`config.mk`:
```
export PLATFORM = sky130hd
export DESIGN_NAME = reg_lock_scoreboard
export DESIGN_NICKNAME = d
export VERILOG_FILES = /design/src/rtl/reg_lock_scoreboard_pkg.sv /design/src/rtl/reg_lock_scoreboard_counter.sv /design/src/rtl/reg_lock_scoreboard.sv
export SDC_FILE = /design/constraint.sdc
export NUM_CORES = 1
export LEC_CHECK = 0
export CAP_MARGIN = 20
export CELL_PAD_IN_SITES_DETAIL_PLACEMENT = 2
export CELL_PAD_IN_SITES_GLOBAL_PLACEMENT = 2
export CORE_AREA = 5 5 89 91
export DETAILED_ROUTE_END_ITERATION = 7
export DIE_AREA = 0 0 94 96
export PLACE_DENSITY = 0.81
export SETUP_SLACK_MARGIN = 0.02
export SYNTH_ARGS = -nofsm -noshare
export SYNTH_HDL_FRONTEND = slang
export SYNTH_HIERARCHICAL = 1
export SYNTH_SLANG_ARGS = --single-unit
```
`constraint.sdc`:
```
create_clock -name clk_i -period 4.4 [get_ports clk_i]
set_clock_uncertainty 0.15 [all_clocks]
set_input_delay 0.88 -clock clk_i [delete_from_list [all_inputs] [get_ports clk_i]]
set_output_delay 0.88 -clock clk_i [all_outputs]
set_load 0.01 [all_outputs]
```
`src/rtl/reg_lock_scoreboard_pkg.sv`:
```
// Shared scoreboard sizing, lock-vector type and lock FSM states.
package maverickOne_pkg;

    localparam int unsigned NUM_REGS        = 32;
    localparam int unsigned NUM_OUTSTANDING = 8;
    localparam int unsigned REG_W           = $clog2(NUM_REGS);
    localparam int unsigned CNT_W           = $clog2(NUM_OUTSTANDING + 1);

    typedef logic [NUM_REGS-1:0] locks_t;

    typedef enum logic {
        IDLE  = 1'b0,
        BLOCK = 1'b1
    } lock_state_e;

endpackage

```
`src/rtl/reg_lock_scoreboard_counter.sv`:
```
// Saturating up/down counter for the in-flight instruction count.
// Simultaneous inc and dec cancel; clear has priority over both.
module sat_updown_counter #(
    parameter int unsigned MAX = 8,
    localparam int unsigned W  = $clog2(MAX + 1)
) (
    input  logic         clk_i,
    input  logic         arst_ni,
    input  logic         clear_i,
    input  logic         inc_i,
    input  logic         dec_i,
    output logic [W-1:0] count_o,
    output logic [W-1:0] next_count_c_o
);

    logic [W-1:0] count_q, count_d;

    always_comb begin
        count_d = count_q;
        if (clear_i) begin
            count_d = '0;
        end else if (inc_i && !dec_i && (count_q != W'(MAX))) begin
            count_d = count_q + W'(1);
        end else if (dec_i && !inc_i && (count_q != '0)) begin
            count_d = count_q - W'(1);
        end
    end

    always_ff @(posedge clk_i or negedge arst_ni) begin
        if (!arst_ni) begin
            count_q <= '0;
        end else begin
            count_q <= count_d;
        end
    end

    assign count_o        = count_q;
    assign next_count_c_o = count_d;

endmodule

```
`src/rtl/reg_lock_scoreboard.sv`:
```
// Register lock scoreboard: per-register write locks, in-flight count and
// blocking-instruction drain. Optional checker: REG_LOCK_SCOREBOARD_ERR_EN.
module reg_lock_scoreboard
    import maverickOne_pkg::*;
#(
    parameter int unsigned NUM_REGS        = maverickOne_pkg::NUM_REGS,
    parameter int unsigned NUM_OUTSTANDING = maverickOne_pkg::NUM_OUTSTANDING,
    localparam int unsigned RW = $clog2(NUM_REGS),
    localparam int unsigned CW = $clog2(NUM_OUTSTANDING + 1)
) (
    input  logic                clk_i,
    input  logic                arst_ni,
    input  logic                clear_i,
    input  logic                launch_fire_i,
    input  logic [RW-1:0]       launch_rd_i,
    input  logic                launch_blocking_i,
    input  logic                wb_valid_i,
    input  logic [RW-1:0]       wb_rd_i,
    output logic [NUM_REGS-1:0] locks_o,
    output logic [CW-1:0]       outstanding_o,
    output logic                full_o,
    output logic                error_o
);

    lock_state_e         state_q, state_d;
    logic [NUM_REGS-1:0] lock_q, lock_d;
    logic [CW-1:0]       count, count_next;
    logic                full_c;

    sat_updown_counter #(
        .MAX (NUM_OUTSTANDING)
    ) u_count (
        .clk_i          (clk_i),
        .arst_ni        (arst_ni),
        .clear_i        (clear_i),
        .inc_i          (launch_fire_i),
        .dec_i          (wb_valid_i),
        .count_o        (count),
        .next_count_c_o (count_next)
    );

    assign full_c = (count == CW'(NUM_OUTSTANDING));

    // Lock update and drain FSM; a set on the same rd as a writeback wins.
    always_comb begin
        state_d = state_q;
        lock_d  = lock_q;
        if (clear_i) begin
            state_d = IDLE;
            lock_d  = '0;
        end else begin
            if (wb_valid_i) begin
                lock_d[wb_rd_i] = 1'b0;
            end
            if (launch_fire_i && (launch_rd_i != '0)) begin
                lock_d[launch_rd_i] = 1'b1;
            end
            unique case (state_q)
                IDLE:  if (launch_fire_i && launch_blocking_i) state_d = BLOCK;
                BLOCK: if (count_next == '0)                   state_d = IDLE;
                default: state_d = IDLE;
            endcase
        end
    end

    always_ff @(posedge clk_i or negedge arst_ni) begin
        if (!arst_ni) begin
            state_q <= IDLE;
            lock_q  <= '0;
        end else begin
            state_q <= state_d;
            lock_q  <= lock_d;
        end
    end

    assign locks_o       = ((state_q == BLOCK) || full_c) ? '1 : {lock_q[NUM_REGS-1:1], 1'b0};
    assign outstanding_o = count;
    assign full_o        = full_c;

`ifdef REG_LOCK_SCOREBOARD_ERR_EN
    logic error_q, error_d;

    // Sticky protocol checker; only clear or reset drops the flag.
    always_comb begin
        error_d = error_q;
        if (clear_i) begin
            error_d = 1'b0;
        end else if ((launch_fire_i && full_c) ||
                     (wb_valid_i && (count == '0)) ||
                     (wb_valid_i && (wb_rd_i != '0) && !lock_q[wb_rd_i]) ||
                     (launch_fire_i && launch_blocking_i && (state_q == BLOCK))) begin
            error_d = 1'b1;
        end
    end

    always_ff @(posedge clk_i or negedge arst_ni) begin
        if (!arst_ni) begin
            error_q <= 1'b0;
        end else begin
            error_q <= error_d;
        end
    end

    assign error_o = error_q;
`else
    assign error_o = 1'b0;
`endif

endmodule

```
Word-level counts from Yosys, hierarchy flattened
Cells that the tools add are included.
{"block": "op_classes", "addsub": 2, "n_lt_le_gt_ge": 4, "eq_ne": 2, "muxes": 16, "bitwise": 4, "n_reduce_logical": 14}
{"operator": "two-way mux 32 bit", "n": 5}
{"operator": "bitwise AND 32 bit", "n": 1}
{"operator": "NOT 32 bit", "n": 1}
{"operator": "bitwise OR 32 bit", "n": 1}
{"operator": "< comparator 5 x 6 -> 1 bit (second input constant)", "n": 2}
{"operator": "two-way mux 4 bit", "n": 3}
{"operator": "demux 1 bit (select 5 bit)", "n": 2}
{"operator": "greater-or-equal comparator 5 x 1 -> 1 bit (second input constant)", "n": 2}
{"operator": "logical AND 1 bit", "n": 8}
{"operator": "two-way mux 1 bit", "n": 5}
{"operator": "nonzero test 5 bit", "n": 1}
{"operator": "adder 4 x 1 -> 4 bit (second input constant)", "n": 1}
{"operator": "== test 4 bit (second input constant)", "n": 1}
{"operator": "logical NOT 4 bit", "n": 1}
{"operator": "inequality test 4 bit (second input constant)", "n": 1}
{"operator": "nonzero test 4 bit", "n": 1}
{"operator": "subtractor 4 x 1 -> 4 bit (second input constant)", "n": 1}
{"operator": "logical NOT 1 bit", "n": 2}
{"operator": "case mux 1 bit (2 select lines)", "n": 1}
{"operator": "logical OR 1 bit", "n": 1}
{"operator": "NOT 1 bit", "n": 1}
{"block": "totals", "reg_bits": 37, "inputBits": 16, "output_inout_bits": 38, "wordCells": 45}

Depth between registers and ports, before layout
Gate-level depths: netlist of the first run.
{"block": "depth", "depth_word": 11, "ltp_mapped": 8, "depth_no_buf": 8}

By module
The synthesis of the first run kept the hierarchy.
{"module": "reg_lock_scoreboard", "n_inst": 1, "cells_each": 199, "area_each_um2": 1801.7, "seq_area_each_um2": 800.8}
{"module": "sat_updown_counter", "n_inst": 1, "cells_each": 30, "area_each_um2": 306.5, "seq_area_each_um2": 100.1}

Worst setup path before layout of the first run
Ideal clock, no wire load.
{"block": "synth_path", "path_kind": "register to output", "startpoint": "register u_count.count_q[1] (netlist: u_count/count_o[1])", "endpoint": "output port locks_o[16]", "t_arrival_ns": 1.211, "required_time_ns": 3.370, "path_slack_ns": 2.159, "stages_incl_launch_ff": 4, "path_buffers": 1, "cell_sequence": "dfrtp_1 > nor4b_4 > buf_2 > or3_1"}
{"block": "synth_via", "elab_chain_cells": 3}
{"element": "from (decl)", "line": "reg_lock_scoreboard_counter.sv:16", "rtl": "logic [W-1:0] count_q, count_d;"}
{"element": "from (signal assigned)", "line": "reg_lock_scoreboard_counter.sv:33", "rtl": "count_q <= count_d;"}
{"element": "== test 4 bit", "line": "reg_lock_scoreboard.sv:42", "rtl": "assign full_c = (count == CW'(NUM_OUTSTANDING));"}
{"element": "via full_o", "line": "reg_lock_scoreboard.sv:21", "rtl": "output logic full_o,"}
{"element": "logical OR 1 bit", "line": "reg_lock_scoreboard.sv:76", "rtl": "assign locks_o = ((state_q == BLOCK) || full_c) ? '1 : {lock_q[NUM_REGS-1:1], 1'b0};"}
{"element": "two-way mux 32 bit", "line": "reg_lock_scoreboard.sv:76"}
{"element": "to (decl)", "line": "reg_lock_scoreboard.sv:19", "rtl": "output logic [NUM_REGS-1:0] locks_o,"}
The timed path passes the listed nets, and every way through them passes these cells.

Final worst setup path of the first run
{"block": "layout_path", "startpoint": "register u_count.count_q[1] (netlist: u_count/count_o[1])", "endpoint": "output port locks_o[28]"}
{"block": "layout_via", "elab_chain_cells": 3}
{"element": "== test 4 bit", "line": "reg_lock_scoreboard.sv:42"}
{"element": "logical OR 1 bit", "line": "reg_lock_scoreboard.sv:76"}
{"element": "two-way mux 32 bit", "line": "reg_lock_scoreboard.sv:76"}
Every way passes these cells.

==> reports/metrics.sh, run 1 <==
SYN_INST=229
IO-PIN-COUNT=54
CLKSINKCOUNT=36
DRV.MAX_CAP_VIOLATION_COUNT=0
SYNTH_SEQUENTIAL_AREA_RATIO_PCT=42.73
MULTI_INPUT_COMB_AREA_SQ_UM=1147
TIMING.SETUP.CRITICAL_PATH_CLASS='reg2out'
TRITONCTS='yes'
SETUP_TOTAL_NEGATIVE_SLACK_PS=0
TIMING.REG2REG.SETUP_SLACK_PS=2050
OUTCOME='complete, no violations'
LAYOUTNONFILLERINSTCOUNT=380
CP_SLOWEST_STAGE_DELAY_PS=750
SYNTHDISTINCTLIBCELLS=37
GRT_ANTENNA_BEFORE_REPAIR=0
REGTOREGSTARTPOINT='u_count/count_o[0]$_DFF_PN0_'
RELSLEWSLACK_PCT=40.30
PORTBUFFERS=52
YOSYS_MOST_USED_DFF='sky130_fd_sc_hd__dfrtp_1'
FMAX_GHz=0.2807
ROUTED-VIA-COUNT=1964
CLOCK_LATENCY_PS=290
REG2REG_DEPTH=8
TIMING.HOLD.WORST_PATH_DEPTH=3
SYNTH.CELL_AREA_SQ_UM=2108
FINAL-SEQ-AREA_SQ_UM=900.9
COMBINATIONAL_FAMILY_WITH_THE_MOST_AREA_AFTER_SYNTHESIS='simple AND/OR/NAND/NOR gates'
AREA_FRACTION_IN_COMPOUND_GATES_AFTER_SYNTHESIS_PCT=17.86
PWR-SHARE-COMB_PCT=41.0
GRT_UTIL_OVERALL_PCT=17.16
CLOCK_TREE.ROOT_CELL='sky130_fd_sc_hd__clkbuf_8'
GRT_OVERFLOW=0
REPORT.FINAL.SETUP_VIOL=0
TIMING.CRITICAL_PATH.TO_TYPE='output port'
POST-PLACE-WS_PS=1112
CRIT_CHAIN='nor4b_4, buf_4, or3_1, clkdlybuf4s50_1'
DP_CELLS=373
WIRE_PER_INST_UM=19.28
RSZ0062_AT_GRT='no'
POST_CTS_RESIZED=0
DRT_TOTAL_WL_MM=7.328
NUM-FILL-CELLS=801
PLACEMENT_ROWS=31
INTERNAL_POWER_uW=732.8
POST-ROUTE-CELL-AREA_SQ_UM=2823
MUXSHAREOFSYNTHAREA_PCT=1.246
PERIOD_NEEDED_PS=3562
POWER_FRAC_SEQ_PCT=35.3
SYNTH_XOR_AREA_SHARE_PCT=0.4154
SYNTH_FP_NETS=247
SWSHARE_PCT=32.85
LEAKAGEPOWER_nW=1.192
POSTLAYOUTSETUPSLACKWORST_PS=837.7
WORST-SLEW-PIN-TRANSITION_PS=895.5
PLACE_AREA_SQ_UM=2726
DRT_PASS1_ITERATIONS=4
VDD_DROP_MAX_V=0.0001200
CRIT_SLOWEST_CELL='sky130_fd_sc_hd__nor4b_4'
FINAL_CORE_UTILIZATION_PCT=39.99
TIMING.CRITICAL_PATH.ARRIVAL_PS=2530
FIRST_GLOBAL_VIAS=2205
CRITPATHLAUNCHTYPE='flop'
MIN_TO='lock_q[6]$_DFF_PN0_'
SYNTH_ADDER_AREA_SHARE_PCT=1.187
MIN-DELAY-PATH-CLASS='reg2reg'
FLOORPLAN.DIE.HEIGHT_UM=96
MIN-DELAY-START='lock_q[6]$_DFF_PN0_'
INSERTEDDIODECOUNT=0
PIN_COUNT_OF_THE_BIGGEST_NET_ENTERING_GLOBAL_ROUTING=37
FLOW.AREA_GROWTH_FROM_SYNTHESIS_PCT=33.89
POST-CTS-SETUP-BUFFERS=0
POWER.DENSITY_nW_PER_UM2=386.6
LAYOUT_CELL_SHARE_WITH_DRIVE_STRENGTH_BEYOND_1_PCT=8.185
DIE-AREA_SQ_UM=9024
SYNTH-EDFF-COUNT=0
AVGSYNTHCELLAREA_SQ_UM=9.206
FINAL_NET_COUNT=299
FP.COREAREA_SQ_UM=7059
TRITONCTS.NUM_BUFFERS=5
SYNTH-ASYNC-RESET-RATIO_PCT=100.0
SUM_OF_NET_HALF_PERIMETERS_AFTER_DETAILED_PLACEMENT_MM=5.211
POWER.NET_SWITCHING_uW=358.5
YOSYS.AREA_SHARE.SIMPLE_PCT=33.53
HOLD_SLACK_PS=471.4
GPL.FINAL_WEIGHTED_CONGESTION=0.7263
HOLD_VIOL_FINAL=0
START_UTIL_PCT=29.87
DETAIL-ROUTE-ANTENNA-NETS=0
YOSYS_WARNS=6
VIAS_PER_CELL=5.168
FIRST_PASS_GRT_WIRE_LENGTH_MM=11.79
DRT_ITER0_DRC=74
TOTALPOWERFINAL_mW=1.091
CLK_TRANSITION_REPORTED_PATHS_PS=70
CRITPATHMAXFANOUT=18
TIMING_MAX_TRANSITION_VIOLATIONS_FINAL=0
P_CLK_SHARE_PCT=23.7
POSTCTSHOLDBUFS=0
CTS-HTREE-LEVELS=2
DIE_W_UM=94
MIN_PERIOD_OVER_PERIOD_PCT=80.96
YS_FF_LATCH=36
CTS_BUFFER_DEPTH=2
REGTOREGENDPOINT='state_q$_DFF_PN0_'
WORST_EP_REQUIRED_TIME_PS=3370
DRC_ERRORS=0
placed cells by master, fill, tap and decap left out, drive strengths merged, types with 4 or more instances in the layout:
| cell type | n |
|---|---|
| dfrtp | 36 |
| nor2b | 33 |
| or3 | 33 |
| clkbuf | 7 |
| nand3b | 9 |
| nor2 | 6 |
| or3b | 6 |
| clkdlybuf4s50 | 52 |
| nand3 | 4 |
| o21ai | 63 |
flip-flops by register name, indices dropped and copies added (netlist names):
register	count
u_count/count_o	4
state_q	1
lock_q	31
worst max path at each step:
stage                       end  slack [ps]                          from  cells past startpoint
floorplan           locks_o[16]        2160  u_count/count_o[1]$_DFF_PN0_                      3
global placement    locks_o[17]        1210  u_count/count_o[1]$_DFF_PN0_                      4
detailed placement  locks_o[28]        1110  u_count/count_o[1]$_DFF_PN0_                      4
CTS                 locks_o[30]         800  u_count/count_o[1]$_DFF_PN0_                      4
global route        locks_o[28]         670  u_count/count_o[1]$_DFF_PN0_                      4
finish              locks_o[28]         840  u_count/count_o[1]$_DFF_PN0_                      4
Yosys cell counts, types with 2 or more instances:
library cell	count	share of area, %
sky130_fd_sc_hd__nand3b_1	8	2.8
sky130_fd_sc_hd__nand2b_1	2	0.59
sky130_fd_sc_hd__nor2b_1	33	9.8
sky130_fd_sc_hd__ha_1	2	1.2
sky130_fd_sc_hd__or3b_1	2	0.83
sky130_fd_sc_hd__or3b_4	4	2.1
sky130_fd_sc_hd__dfrtp_1	36	43
sky130_fd_sc_hd__clkbuf_1	3	0.53
sky130_fd_sc_hd__nor2_1	5	0.89
sky130_fd_sc_hd__o21ai_0	26	6.2
sky130_fd_sc_hd__a211oi_1	2	0.71
sky130_fd_sc_hd__buf_2	6	1.4
sky130_fd_sc_hd__nand2_1	2	0.36
sky130_fd_sc_hd__inv_1	3	0.53
sky130_fd_sc_hd__nor3b_2	2	1.2
sky130_fd_sc_hd__o21ai_1	37	8.8
sky130_fd_sc_hd__nand3_1	4	0.95
sky130_fd_sc_hd__or3_1	33	9.8
critical path, delay by kind of cell (launching register included):
family	cells	cell delay, ps
simple gates	2	890
buf+inv	2	870
flops	1	480
power by group through the flow:
stage | registers, mW | clock network, mW | logic [mW]
after global placement | 0.389 | 0 | 0.444
final | 0.385 | 0.259 | 0.448
after floorplan | 0.383 | 0 | 0.213
after detailed placement | 0.393 | 0 | 0.454
after global routing | 0.391 | 0.281 | 0.483
after CTS | 0.386 | 0.268 | 0.457
kinds of logic after synthesis:
family / after synthesis
fa+ha+maj: 2
buf+inv: 13
mux: 2
compound gates: 70
other cells: 1
xor+xnor: 1
flops: 36
simple gates: 104
metal layers:
layer | track usage [%] | vias up | wire (um)
met5 | 0 | - | 0
met4 | 3.971 | 0 | 56
met3 | 3.597 | 6 | 321
met2 | 31.52 | 43 | 3808
met1 | 20.51 | 991 | 3142
li1 | - | 924 | -
final cells by class:
type	instances	area share, %
clock buffers	7	3.413
inverters	3	0.3989
multi-input cells	180	40.65
flip-flops and latches	36	31.91
well taps	99	4.388
repair buffers	55	19.24
No activity file was read; power rests on OpenSTA's default activity.
==> run 2, diff against run 1 <==
- CORE_AREA: 5 5 89 91 -> 5 5 92 94
- DIE_AREA: 0 0 94 96 -> 0 0 97 99
- PLACE_DENSITY: 0.81 -> 0.76
- clock period: 4.4 -> 3.4 ns (I/O delays scaled with it)
==> run 2 against run 1 <==
  * Die area up 6.4%
  * Flip-flop and latch count unchanged
  * Final cell count up 1.1%
  * Sequential power up 30%
  * Cell area about the same
  * Utilization down 2.7 points
  * Combinational power up 29%
  * Sequential share of layout area about the same
  * Routed wire length down 3.2%
  * Largest cell class unchanged
==> reports/metrics.sh, run 2 (same netlist as run 1, synthesis figures left out) <==
OUTCOME='complete, no violations'
PIN_COUNT_OF_THE_BIGGEST_NET_ENTERING_GLOBAL_ROUTING=37  # unchanged
ROUTED-VIA-COUNT=1950  # -0.71%
DRT_ITER0_DRC=41  # -45%
REGTOREGSTARTPOINT='u_count/count_o[0]$_DFF_PN0_'
INSERTEDDIODECOUNT=0  # unchanged
MOSTFREQUENTLAYOUTCELLS='sky130_fd_sc_hd__clkdlybuf4s50_1 (52), sky130_fd_sc_hd__o21ai_1 (37), sky130_fd_sc_hd__dfrtp_1 (36)'
WORST-SLEW-PIN-TRANSITION_PS=918.2  # +22.76 ps
WORST_EP_REQUIRED_TIME_PS=2570  # -800 ps
CTS_BUFFER_DEPTH=2  # unchanged
VDD_DROP_MAX_V=0.0002050  # +71%
CRITPATHLAUNCHTYPE='flop'
CLOCK_TREE.ROOT_CELL='sky130_fd_sc_hd__clkbuf_8'
FINAL_NET_COUNT=299  # unchanged
LAYOUT_CELL_SHARE_WITH_DRIVE_STRENGTH_BEYOND_1_PCT=7.801  # -0.38 points
DRT_TOTAL_WL_MM=7.090  # -3.2%
GPL.FINAL_WEIGHTED_CONGESTION=0.7999  # +10%
FP.COREAREA_SQ_UM=7567  # +7.2%
CLKSINKCOUNT=36  # unchanged
REG2REG_DEPTH=8  # unchanged
CLK_TRANSITION_REPORTED_PATHS_PS=80  # about the same
POST-CTS-SETUP-BUFFERS=0  # unchanged
SETUP_TOTAL_NEGATIVE_SLACK_PS=0  # unchanged
POWER.DENSITY_nW_PER_UM2=496.7  # +28%
WIRE_PER_INST_UM=18.46  # -4.3%
TIMING.CRITICAL_PATH.ARRIVAL_PS=2110  # -420 ps
DRV.MAX_CAP_VIOLATION_COUNT=0  # unchanged
LAYOUT_COMMONEST_CELL='sky130_fd_sc_hd__clkdlybuf4s50_1'
PORTBUFFERS=52  # unchanged
GRT_OVERFLOW=0  # unchanged
HOLD_SLACK_PS=468.4  # -3.011 ps
DETAIL-ROUTE-ANTENNA-NETS=0  # unchanged
TIMING.HOLD.WORST_PATH_DEPTH=3  # unchanged
IO-PIN-COUNT=54  # unchanged
TIMING.CRITICAL_PATH.TO_TYPE='output port'
CRITPATHMAXFANOUT=33  # +15
FLOORPLAN.DIE.HEIGHT_UM=99  # +3.1%
MIN_PERIOD_OVER_PERIOD_PCT=86.36
REPORT.FINAL.SETUP_VIOL=0  # unchanged
HOLD_VIOL_FINAL=0  # unchanged
PERIOD_NEEDED_PS=2936
DIE-AREA_SQ_UM=9603  # +6.4%
TOP_REGISTER='lock_q'
NUM-FILL-CELLS=864  # +7.9%
POSTCTSHOLDBUFS=0  # unchanged
CLOCK_LATENCY_PS=280  # about the same
FLOW.AREA_GROWTH_FROM_SYNTHESIS_PCT=33.77  # about the same
PLACEMENT_ROWS=32  # +3.2%
START_UTIL_PCT=27.86  # -2.0 points
FIRST_PASS_GRT_WIRE_LENGTH_MM=11.62  # -1.4%
TRITONCTS.NUM_BUFFERS=5  # unchanged
CRIT_PATH_START='u_count/count_o[1]$_DFF_PN0_'
TIMING.SETUP.CRITICAL_PATH_CLASS='reg2out'
RSZ0062_AT_GRT='no'
VIAS_PER_CELL=5.078  # -1.7%
RELSLEWSLACK_PCT=38.79  # -1.5 points
TIMING_MAX_TRANSITION_VIOLATIONS_FINAL=0  # unchanged
CTS-HTREE-LEVELS=2  # unchanged
DRC_ERRORS=0  # unchanged
DIE_W_UM=97  # +3.2%
LEAKAGEPOWER_nW=1.188  # -0.41%
SUM_OF_NET_HALF_PERIMETERS_AFTER_DETAILED_PLACEMENT_MM=4.977  # -4.5%
POST_CTS_RESIZED=0  # unchanged
GRT_ANTENNA_BEFORE_REPAIR=0  # unchanged
LARGEST_REG_FLOPS=31  # unchanged
MIN-DELAY-START='lock_q[8]$_DFF_PN0_'
FIRST_GLOBAL_VIAS=2144  # -2.8%
DRT_PASS1_ITERATIONS=4  # unchanged
MIN-DELAY-PATH-CLASS='reg2reg'
TRITONCTS='yes'
GRT_UTIL_OVERALL_PCT=14.96  # -2.2 points
FMAX_GHz=0.3406
run 2: path summary, 6_finish.rpt:
kind                                        end  slack [ps]
max in group asynchronous  lock_q[15]$_DFF_PN0_        2070
hold / removal              lock_q[8]$_DFF_PN0_         470
min in group asynchronous   lock_q[7]$_DFF_PN0_         670
setup / recovery                    locks_o[28]         460
setup reg to reg              state_q$_DFF_PN0_         970
hold reg to reg             lock_q[8]$_DFF_PN0_         470
run 2: metal layers:
| layer | vias up | global-route usage [%] | part of all wire [%] |
|---|---|---|---|
| li1 | 930 | - | - |
| met1 | 982 | 18.65 | 45 |
| met2 | 35 | 26.86 | 51 |
| met3 | 3 | 2.831 | 3.2 |
| met4 | 0 | 3.240 | 0.37 |
| met5 | - | 0 | 0 |
run 2: where the power goes:
part / total [mW] / switching, mW / internal (mW)
combinational: 0.579 / 0.259 / 0.320
sequential: 0.501 / 0.0534 / 0.448
clock: 0.321 / 0.155 / 0.166
run 2: critical path: stages (launching register included):
cell and delay [ps]:
sky130_fd_sc_hd__dfrtp_1 490, sky130_fd_sc_hd__nor4b_4 300, sky130_fd_sc_hd__buf_4 310, sky130_fd_sc_hd__or3_1 170, sky130_fd_sc_hd__clkdlybuf4s50_1 540
run 2: through the flow:
stage / setup WS, ps / std cells / util, % / instance area [sq um] / total power, mW
after detailed placement: 610.9 / 376 / 36.08 / 2730 / 1.098
after floorplan: 1327 / 229 / - / 2108 / 0.7712
final: 463.7 / 384 / 37.27 / 2820 / 1.401
after CTS: 422.8 / 384 / 37.27 / 2820 / 1.421
after global placement: 714.2 / 376 / 36.08 / 2730 / 1.079
after global routing: 336.2 / 384 / 37.27 / 2820 / 1.482
run 2: final cells by class:
type,count,area [sq um],area share (%)
Clock buffer,8,90.09,3.194
Multi-Input combinational cell,180,1147,40.68
Inverter,3,11.26,0.3993
Sequential cell,36,900.9,31.94
Timing Repair Buffer,55,543.0,19.25
Tap cell,102,127.6,4.525
==> run 3, diff against run 2 <==
- GPL_TIMING_DRIVEN: default -> 0
- REMOVE_ABC_BUFFERS: default -> 1
==> run 3 against run 2 <==
  * Clock power fell by 2%
  * Worst setup slack improved by 28 ps
  * Worst hold slack got worse by 120 ps
  * Die area did not move
  * Cell area fell by 0.49%
  * Total power fell by 0.51%
  * Via count rose by 0.36%
  * First-iteration DRC count fell by 29%
  * Sequential power barely moved
  * Critical path depth did not move
  * Critical path type unchanged
  * Critical endpoint is now locks_o[23]
  * Largest power group unchanged
==> reports/metrics.sh, run 3 (same netlist as run 1, synthesis figures left out) <==
POST-PLACE-WS_PS=376.3  # -234.6 ps
LARGEST_REG_FLOPS=31  # unchanged
DRT_TOTAL_WL_MM=6.898  # -2.7%
FIRST_PASS_GRT_WIRE_LENGTH_MM=11.63  # about the same
SETUP_TOTAL_NEGATIVE_SLACK_PS=0  # unchanged
FINAL_NET_COUNT=298  # -0.33%
GRT_ANTENNA_BEFORE_REPAIR=0  # unchanged
POWER_FRAC_SEQ_PCT=35.9  # about the same
DRT_ITER0_DRC=29  # -29%
FP.COREAREA_SQ_UM=7567  # unchanged
NUM-FILL-CELLS=827  # -4.3%
CLKSINKCOUNT=36  # unchanged
POST-CTS-SETUP-BUFFERS=0  # unchanged
MOSTFREQUENTLAYOUTCELLS='sky130_fd_sc_hd__clkdlybuf4s50_1 (50), sky130_fd_sc_hd__o21ai_1 (37), sky130_fd_sc_hd__dfrtp_1 (36)'
FIRST_GLOBAL_VIAS=2226  # +3.8%
DP_CELLS=374  # -0.53%
WIRE_PER_INST_UM=18.01  # -2.5%
CRIT_CHAIN='nor4b_4, buf_4, or3_1, clkdlybuf4s50_1'
WORST-SLEW-PIN-TRANSITION_PS=927.8  # +9.604 ps
DIE_W_UM=97  # unchanged
TRITONCTS='yes'
INTERNAL_POWER_uW=934.8  # +0.14%
TIMING.SETUP.CRITICAL_PATH_CLASS='reg2out'
CRITICAL_PATH.N_BUFFERS_INVERTERS=2  # unchanged
SUM_OF_NET_HALF_PERIMETERS_AFTER_DETAILED_PLACEMENT_MM=4.919  # -1.2%
DIE-AREA_SQ_UM=9603  # unchanged
SWSHARE_PCT=32.93  # -0.43 points
RSZ0062_AT_GRT='no'
TOTALPOWERFINAL_mW=1.394  # -0.51%
MIN_PERIOD_OVER_PERIOD_PCT=85.53  # -0.84 points
LAYOUT_COMMONEST_CELL='sky130_fd_sc_hd__clkdlybuf4s50_1'
PATH_DELAY_FAMILY='buffers and inverters'
POWER.DENSITY_nW_PER_UM2=496.6  # about the same
PORTBUFFERS=52  # unchanged
VIAS_PER_CELL=5.110  # +0.62%
POWER.NET_SWITCHING_uW=459.0  # -1.8%
MIN-DELAY-PATH-CLASS='in2async'
LAYOUT_CELL_SHARE_WITH_DRIVE_STRENGTH_BEYOND_1_PCT=8.185  # +0.38 points
DETAIL-ROUTE-ANTENNA-NETS=0  # unchanged
TOP_REGISTER='lock_q'
GPL.FINAL_WEIGHTED_CONGESTION=0.7361  # -8.0%
CRITPATHLAUNCHTYPE='flop'
ROUTED-VIA-COUNT=1957  # +0.36%
TIMING.CRITICAL_PATH.ARRIVAL_PS=2080  # -30 ps
PIN_COUNT_OF_THE_BIGGEST_NET_ENTERING_GLOBAL_ROUTING=42  # +14%
POSTCTSHOLDBUFS=0  # unchanged
FLOW.AREA_GROWTH_FROM_SYNTHESIS_PCT=33.12
GRT_UTIL_OVERALL_PCT=14.88  # -0.079 points
CRIT_SLOWEST_CELL='sky130_fd_sc_hd__clkdlybuf4s50_1'
FINAL_CORE_UTILIZATION_PCT=37.09  # -0.18 points
CLOCK_TREE.ROOT_CELL='sky130_fd_sc_hd__clkbuf_8'
PWR-SHARE-COMB_PCT=41.5  # +0.2 points
REPORT.FINAL.SETUP_VIOL=0  # unchanged
TRITONCTS.NUM_BUFFERS=5  # unchanged
CTS-HTREE-LEVELS=2  # unchanged
WORST_EP_REQUIRED_TIME_PS=2570  # about the same
DRC_ERRORS=0  # unchanged
CRITPATHMAXFANOUT=16  # -52%
VDD_DROP_MAX_V=0.0001420  # -31%
CP_SLOWEST_STAGE_DELAY_PS=540  # about the same
P_CLK_SHARE_PCT=22.7  # -0.2 points
IO-PIN-COUNT=54  # unchanged
POSTLAYOUTSETUPSLACKWORST_PS=492.1  # +28.43 ps
INSERTEDDIODECOUNT=0  # unchanged
FLOORPLAN.DIE.HEIGHT_UM=99  # unchanged
START_UTIL_PCT=27.86  # unchanged
LEAKAGEPOWER_nW=1.184  # -0.29%
HOLD_VIOL_FINAL=0  # unchanged
MULTI_INPUT_COMB_AREA_SQ_UM=1147  # unchanged
GRT_OVERFLOW=0  # unchanged
OUTCOME='complete, no violations'
TIMING.CRITICAL_PATH.TO_TYPE='output port'
LAYOUTNONFILLERINSTCOUNT=383  # -0.26%
CLK_TRANSITION_REPORTED_PATHS_PS=70  # about the same
CTS_BUFFER_DEPTH=2  # unchanged
DRT_PASS1_ITERATIONS=4  # unchanged
PERIOD_NEEDED_PS=2908  # -28.43 ps
POST_CTS_RESIZED=0  # unchanged
FMAX_GHz=0.3439  # +0.98%
DRV.MAX_CAP_VIOLATION_COUNT=0  # unchanged
PLACEMENT_ROWS=32  # unchanged
RELSLEWSLACK_PCT=38.14  # -0.64 points
CLOCK_LATENCY_PS=280  # about the same
FINAL-SEQ-AREA_SQ_UM=900.9  # unchanged
TIMING_MAX_TRANSITION_VIOLATIONS_FINAL=0  # unchanged
[run 3: path summary, 6_finish.rpt]
path	from	slack (ps)	end	cells after the start
max	u_count/count_o[2]$_DFF_PN0_	490	locks_o[23]	4
min	arst_ni	350	u_count/count_o[1]$_DFF_PN0_	1
max reg2reg	u_count/count_o[1]$_DFF_PN0_	980	state_q$_DFF_PN0_	8
min reg2reg	lock_q[18]$_DFF_PN0_	470	lock_q[18]$_DFF_PN0_	3
max in group asynchronous	arst_ni	2220	lock_q[20]$_DFF_PN0_	1
min in group clk_i	lock_q[18]$_DFF_PN0_	470	lock_q[18]$_DFF_PN0_	3
[run 3: area by class of cell]
cell class / instances / area share [%]
Tap cell: 102 / 4.547
Sequential cell: 36 / 32.10
Inverter: 3 / 0.4012
Multi-Input combinational cell: 180 / 40.88
Clock buffer: 8 / 3.210
Timing Repair Buffer: 54 / 18.86
[run 3: layer usage]
metal	part of all wire [%]	up-vias	global-route usage (%)	wire length, um
li1	-	927	-	-
met1	47	983	19.20	3222
met2	49	42	25.64	3394
met3	3.5	5	2.972	241
met4	0.58	0	3.564	40
met5	0	-	0	0
[run 3: power groups by stage]
stage | combinational (mW) | sequential [mW] | clock, mW
2_1_floorplan | 0.257 | 0.500 | 0
3_3_place_gp | 0.565 | 0.506 | 0
3_5_place_dp | 0.583 | 0.510 | 0
4_1_cts | 0.586 | 0.501 | 0.329
5_1_grt | 0.626 | 0.506 | 0.349
6_report | 0.578 | 0.500 | 0.316
[run 3: stage by stage]
stage               hold WS (ps)  area (sq um)
detailed placement         461.5          2709
finish                     352.2          2806
CTS                        387.6          2799
global route               421.7          2806
global placement           453.4          2708
floorplan                  234.4          2059
